**config.mk**
```make
export PLATFORM = sky130hd
export DESIGN_NAME = game_frame_sequencer
export DESIGN_NICKNAME = d
export VERILOG_FILES = /design/src/rtl/game_frame_sequencer.sv
export SDC_FILE = /design/constraint.sdc
export NUM_CORES = 1
export LEC_CHECK = 0
export ABC_AREA = 1
export CORE_UTILIZATION = 35
export CTS_BUF_LIST = sky130_fd_sc_hd__clkbuf_8
export DETAILED_ROUTE_END_ITERATION = 8
export SLEW_MARGIN = 30
export SYNTH_ARGS = -nofsm -noshare
export SYNTH_HDL_FRONTEND = slang
export SYNTH_SLANG_ARGS = --single-unit
```
**constraint.sdc**
```tcl
create_clock -name clk -period 3.7 [get_ports clk]
set_clock_uncertainty 0.2 [all_clocks]
set_input_delay 0.555 -clock clk [delete_from_list [all_inputs] [get_ports clk]]
set_output_delay 0.555 -clock clk [all_outputs]
set_load 0.05 [all_outputs]
```
**src/rtl/game_frame_sequencer.sv**
```systemverilog
// game_frame_sequencer
// Top-level screen controller for the two-player tank game. It tracks the
// match state from the start/pause buttons and the tank/base hit events, and
// it counts the lives each player has left. It drives one-hot screen selects
// into the colorizer. Those selects only update on frame_tick, so a screen
// switch never lands in the middle of a frame.
//
// Ports:
//   clk         pixel clock, shared with the dtg and colorizer
//   reset       synchronous, active-high
//   frame_tick  one-cycle pulse at the start of vertical blanking
//   start_btn   debounced level; acts on its rising edge
//   pause_btn   debounced level; acts on its rising edge
//   tank1_hit   one-cycle pulse: tank 1 struck
//   tank2_hit   one-cycle pulse: tank 2 struck
//   base1_hit   one-cycle pulse: player-1 base destroyed
//   base2_hit   one-cycle pulse: player-2 base destroyed
//   frame1..5   screen selects: play, title, p1 win, p2 win, pause
//   game_reset  one-cycle pulse that reinitialises tanks and bullets
//   lives1/2    lives remaining per player
//
// state   | meaning
// --------+--------------------------------------------------
// S_TITLE | title screen, waiting for start
// S_PLAY  | match running, hits counted
// S_PAUSE | match frozen, hits ignored
// S_WIN1  | player 1 won, win screen held for WIN_HOLD_FRAMES
// S_WIN2  | player 2 won, win screen held for WIN_HOLD_FRAMES

module game_frame_sequencer #(
  parameter int LIVES           = 3,
  parameter int WIN_HOLD_FRAMES = 300
) (
  input  logic       clk,
  input  logic       reset,
  input  logic       frame_tick,
  input  logic       start_btn,
  input  logic       pause_btn,
  input  logic       tank1_hit,
  input  logic       tank2_hit,
  input  logic       base1_hit,
  input  logic       base2_hit,
  output logic       frame1,
  output logic       frame2,
  output logic       frame3,
  output logic       frame4,
  output logic       frame5,
  output logic       game_reset,
  output logic [1:0] lives1,
  output logic [1:0] lives2
);

  typedef enum logic [2:0] {
    S_TITLE,
    S_PLAY,
    S_PAUSE,
    S_WIN1,
    S_WIN2
  } state_t;

  localparam logic [1:0]  LIVES_INIT = 2'(LIVES);
  localparam logic [15:0] HOLD_LAST  = 16'(WIN_HOLD_FRAMES - 1);

  // Bit order {frame5, frame4, frame3, frame2, frame1}.
  localparam logic [4:0] SEL_PLAY  = 5'b00001;
  localparam logic [4:0] SEL_TITLE = 5'b00010;
  localparam logic [4:0] SEL_WIN1  = 5'b00100;
  localparam logic [4:0] SEL_WIN2  = 5'b01000;
  localparam logic [4:0] SEL_PAUSE = 5'b10000;

  state_t      state, state_nxt;
  logic [1:0]  lives1_nxt, lives2_nxt;
  logic [1:0]  lives1_dec, lives2_dec;
  logic [15:0] hold_cnt, hold_nxt;
  logic        game_reset_nxt;
  logic        start_q, pause_q;
  logic        start_e, pause_e;
  logic        fatal1, fatal2;
  logic [4:0]  frame_sel, frame_dec;

  assign start_e = start_btn & ~start_q;
  assign pause_e = pause_btn & ~pause_q;

  // Lives saturate at zero and never wrap.
  assign lives1_dec = (lives1 != 2'd0) ? lives1 - 2'd1 : 2'd0;
  assign lives2_dec = (lives2 != 2'd0) ? lives2 - 2'd1 : 2'd0;

  assign fatal1 = (tank1_hit && (lives1 == 2'd1)) || base1_hit;
  assign fatal2 = (tank2_hit && (lives2 == 2'd1)) || base2_hit;

  always_comb begin
    state_nxt      = state;
    lives1_nxt     = lives1;
    lives2_nxt     = lives2;
    hold_nxt       = '0;
    game_reset_nxt = 1'b0;
    case (state)
      S_TITLE: begin
        if (start_e) begin
          state_nxt      = S_PLAY;
          lives1_nxt     = LIVES_INIT;
          lives2_nxt     = LIVES_INIT;
          game_reset_nxt = 1'b1;
        end
      end
      S_PLAY: begin
        if (tank1_hit) lives1_nxt = lives1_dec;
        if (tank2_hit) lives2_nxt = lives2_dec;
        // A simultaneous loss for both players is a draw, with no game_reset.
        if (fatal1 && fatal2)  state_nxt = S_TITLE;
        else if (fatal2)       state_nxt = S_WIN1;
        else if (fatal1)       state_nxt = S_WIN2;
        else if (pause_e)      state_nxt = S_PAUSE;
      end
      S_PAUSE: begin
        if (start_e)      state_nxt = S_TITLE;
        else if (pause_e) state_nxt = S_PLAY;
      end
      S_WIN1, S_WIN2: begin
        hold_nxt = hold_cnt;
        // The hold timeout takes precedence over a start edge in the same cycle.
        if (frame_tick && (hold_cnt == HOLD_LAST)) begin
          state_nxt = S_TITLE;
          hold_nxt  = '0;
        end else if (start_e) begin
          state_nxt      = S_PLAY;
          lives1_nxt     = LIVES_INIT;
          lives2_nxt     = LIVES_INIT;
          game_reset_nxt = 1'b1;
          hold_nxt       = '0;
        end else if (frame_tick) begin
          hold_nxt = hold_cnt + 16'd1;
        end
      end
      default: state_nxt = S_TITLE;
    endcase
  end

  always_comb begin
    frame_dec = SEL_TITLE;
    case (state)
      S_PLAY:  frame_dec = SEL_PLAY;
      S_TITLE: frame_dec = SEL_TITLE;
      S_WIN1:  frame_dec = SEL_WIN1;
      S_WIN2:  frame_dec = SEL_WIN2;
      S_PAUSE: frame_dec = SEL_PAUSE;
      default: frame_dec = SEL_TITLE;
    endcase
  end

  always_ff @(posedge clk) begin
    if (reset) begin
      state      <= S_TITLE;
      lives1     <= LIVES_INIT;
      lives2     <= LIVES_INIT;
      hold_cnt   <= '0;
      game_reset <= 1'b0;
      // Held high so a button pressed through reset does not produce an edge.
      start_q    <= 1'b1;
      pause_q    <= 1'b1;
      frame_sel  <= SEL_TITLE;
    end else begin
      state      <= state_nxt;
      lives1     <= lives1_nxt;
      lives2     <= lives2_nxt;
      hold_cnt   <= hold_nxt;
      game_reset <= game_reset_nxt;
      start_q    <= start_btn;
      pause_q    <= pause_btn;
      // Screen selects follow the pre-edge state, and only at frame boundaries.
      if (frame_tick) frame_sel <= frame_dec;
    end
  end

  assign frame1 = frame_sel[0];
  assign frame2 = frame_sel[1];
  assign frame3 = frame_sel[2];
  assign frame4 = frame_sel[3];
  assign frame5 = frame_sel[4];

endmodule
```
==> impl_metrics.toml <==
[logic_synthesis]
synth_top_family_by_area = "simple AND/OR/NAND/NOR gates"
synth_adder_area_share_pct = 0.7874
synth-compound-area-share_pct = 11.34
async_flop_share_pct = 0
synth_area_um2 = 1589
synth_xor_area_share_pct = 2.205
seq_area_frac_synth_pct = 39.06
synth_fp_nets = 228
synthSimpleGateAreaFrac_pct = 38.82
synthCells = 218
synth_mux_area_share_pct = 0
yosys_warnings = 0
syn_area_per_cell_um2 = 7.289
synthFlopType = "dfxtp_1"
ys_types = 29
ys_ff_latch = 31
synth_edf_count = 0

[run_status]
outcome = "finished, violations left"
failed_checks = "DRC"

[power]
swShare_pct = 23.85
p_int_w = 0.0005910
vdd_drop_max_mv = 0.2119
pwr-share-seq_pct = 44.9
clkPwrFrac_pct = 44.1
p_per_area_nw_per_um2 = 400.7
leakagePower_nw = 0.7336
comb_power_share_pct = 11.0
switching_power_w = 0.0001852
power.total_w = 0.0007762

[clock_network]
cts_tree = "built"
ctsHoldBuffers = 0
clk_path_buf_depth = 2
htree_levels = 2
clock_latency_ns = 0.28
cts_buffers = 5
path_clk_slew_ns = 0.06
cts_sinks = 31
post-cts-setup-buffer-count = 0
cts_resized = 0
root_buffer = "clkbuf_8"

[sta]
max_freq_ghz = 0.4459
final.period_utilization_pct = 60.61
grt_setup_unrepaired = "false"
fin_ws_ns = 1.457
setup_viol_count_final = 0
period_needed_ns = 2.243
slew_headroom_pct = 66.69
worst_pin_slew_ns = 0.4981
hold_viol_final = 0
tns_ns = 0
slew_viol_final = 0

[final_layout]
finalNonFillerCells = 294
fillers = 421
mostFrequentLayoutCells = "nand2_1 (44), dfxtp_1 (31), inv_1 (28), nor2_1 (26)"
final_common_cell = "nand2_1"
multi_input_area_um2 = 844.6
syn_to_final_growth_pct = 21.89
n_antenna_cell = 0
final_nets = 251
drive_gt1_share_pct = 14.05
regArea_um2 = 620.6

[critical_path]
r2r-start = "hold_cnt[1]"
crit_fanout = 5
cp_slowest_cell = "clkdlybuf4s50_1"
crit_required_ns = 2.94
crit_buf_inv = 1
critPathMaxStageDelay_ns = 0.82
crit_chain = "clkdlybuf4s50_1"
crit_type = "flop to primary output"
end_kind = "primary output"
cp.arrival_ns = 1.49
cp-startpoint = "lives2[0]"
cp_top_family = "buffers and inverters"
start_kind = "flop"

[floorplan]
io_pins = 19
die_h_um = 69.38
core_area_um2 = 4354
die_w_um = 69.38
initial_utilization_pct = 36.49
dieArea_um2 = 4814
num_rows = 24

[min_path]
hold_class = "flop to flop"
min-delay-start = "hold_cnt[14]"

[drt]
drc = 1
met1_length_um = 1624
antenna_left = 0
drt-pass1-iter-count = 6
avgRoutedWirePerCell_um = 10.85
top_layer = "met4"
drtIter0Drc = 67
wl_met2_um = 1384
via_per_inst = 4.772
via_count = 1403
routed-wl-met3_um = 126
wl_um = 3190

[global_route]
antenna_found_initial = 0
grt.total_usage_pct = 14.98
grt_max_degree = 16
first_global_vias = 1282
grt_overflow = 0
grt_pass1_wl_um = 5678

[placed_design]
portBuffers = 18
dpl_worst_slack_ns = 1.169
hpwlAfterDp_um = 2371
dpl.cell_count = 286
place.gp.congestion = 0.8082

[job]
drv_cap = 0
[metrics by stage]
step	cell area [µm²]	hold WS, ns	utilization [%]
6_report	1937	0.2718	44.48
5_1_grt	1937	0.2964	44.48
4_1_cts	1937	0.2735	44.48
3_5_place_dp	1819	0.2617	41.78
3_3_place_gp	1819	0.2578	41.78
2_1_floorplan	1589	0.2479	-
[synthesized netlist by cell type, types with 2 or more instances]
cell type	instances	share of area (%)
nand3_1	18	5.7
nor2_2	5	2.0
nand2_1	44	10
xnor2_1	2	1.1
inv_1	28	6.6
nor3b_1	2	0.94
nand3_2	2	1.3
xor2_1	2	1.1
nor2_4	5	3.5
dfxtp_1	31	39
nand2_2	3	1.2
a21oi_2	5	2.8
a21oi_1	9	2.8
nor2_1	26	6.1
o21ai_0	11	3.5
nand4_1	6	2.4
a31oi_1	2	0.79
nor3_1	6	1.9
[routing by layer]
| layer | vias up | track usage, % |
|---|---|---|
| met4 | 0 | 6.803 |
| li1 | 758 | - |
| met1 | 614 | 19.02 |
| met2 | 25 | 23.41 |
| met3 | 6 | 4.360 |
| met5 | - | 0 |
[worst paths after layout]
kind | to | slack [ns] | depth (start not counted)
worst max register to register | hold_cnt[12] | 1.92 | 9
worst min-delay path | hold_cnt[14] | 0.27 | 2
worst min register to register | hold_cnt[14] | 0.27 | 2
worst max-delay path | lives2[0] | 1.46 | 1
[state kept, by name (all words and copies together), names as in the netlist]
signal	cells
hold_cnt	16
frame_sel	5
state	3
lives1	2
lives2	2
game_reset	1
pause_q	1
start_q	1
[power groups by stage]
stage / Combinational, W / Sequential [W] / Clock, W
finish: 0.0000854 / 0.000349 / 0.000342
global route: 0.0000936 / 0.000350 / 0.000370
CTS: 0.0000859 / 0.000348 / 0.000358
detailed placement: 0.0000854 / 0.000356 / 0
global placement: 0.0000856 / 0.000356 / 0
floorplan: 0.0000350 / 0.000377 / 0
[kinds of logic (layout without fill, tap and decap cells)]
group / Yosys count / after routing
adder cells (fa/ha/maj): 1 / 1
buffers and inverters: 31 / 55
AND/OR/NAND/NOR: 122 / 122
flip-flops: 31 / 31
AO/OA/AOI/OAI: 29 / 29
XOR/XNOR: 4 / 4
[layout make-up]
type / instances / share of cell area (%)
multi-input cells: 156 / 43.60
well taps: 52 / 3.359
clock inverters: 2 / 1.809
repair buffers: 18 / 9.302
clock buffers: 6 / 4.264
inverters: 29 / 5.620
flip-flops and latches: 31 / 32.04
(Power assumes the default switching activity.)
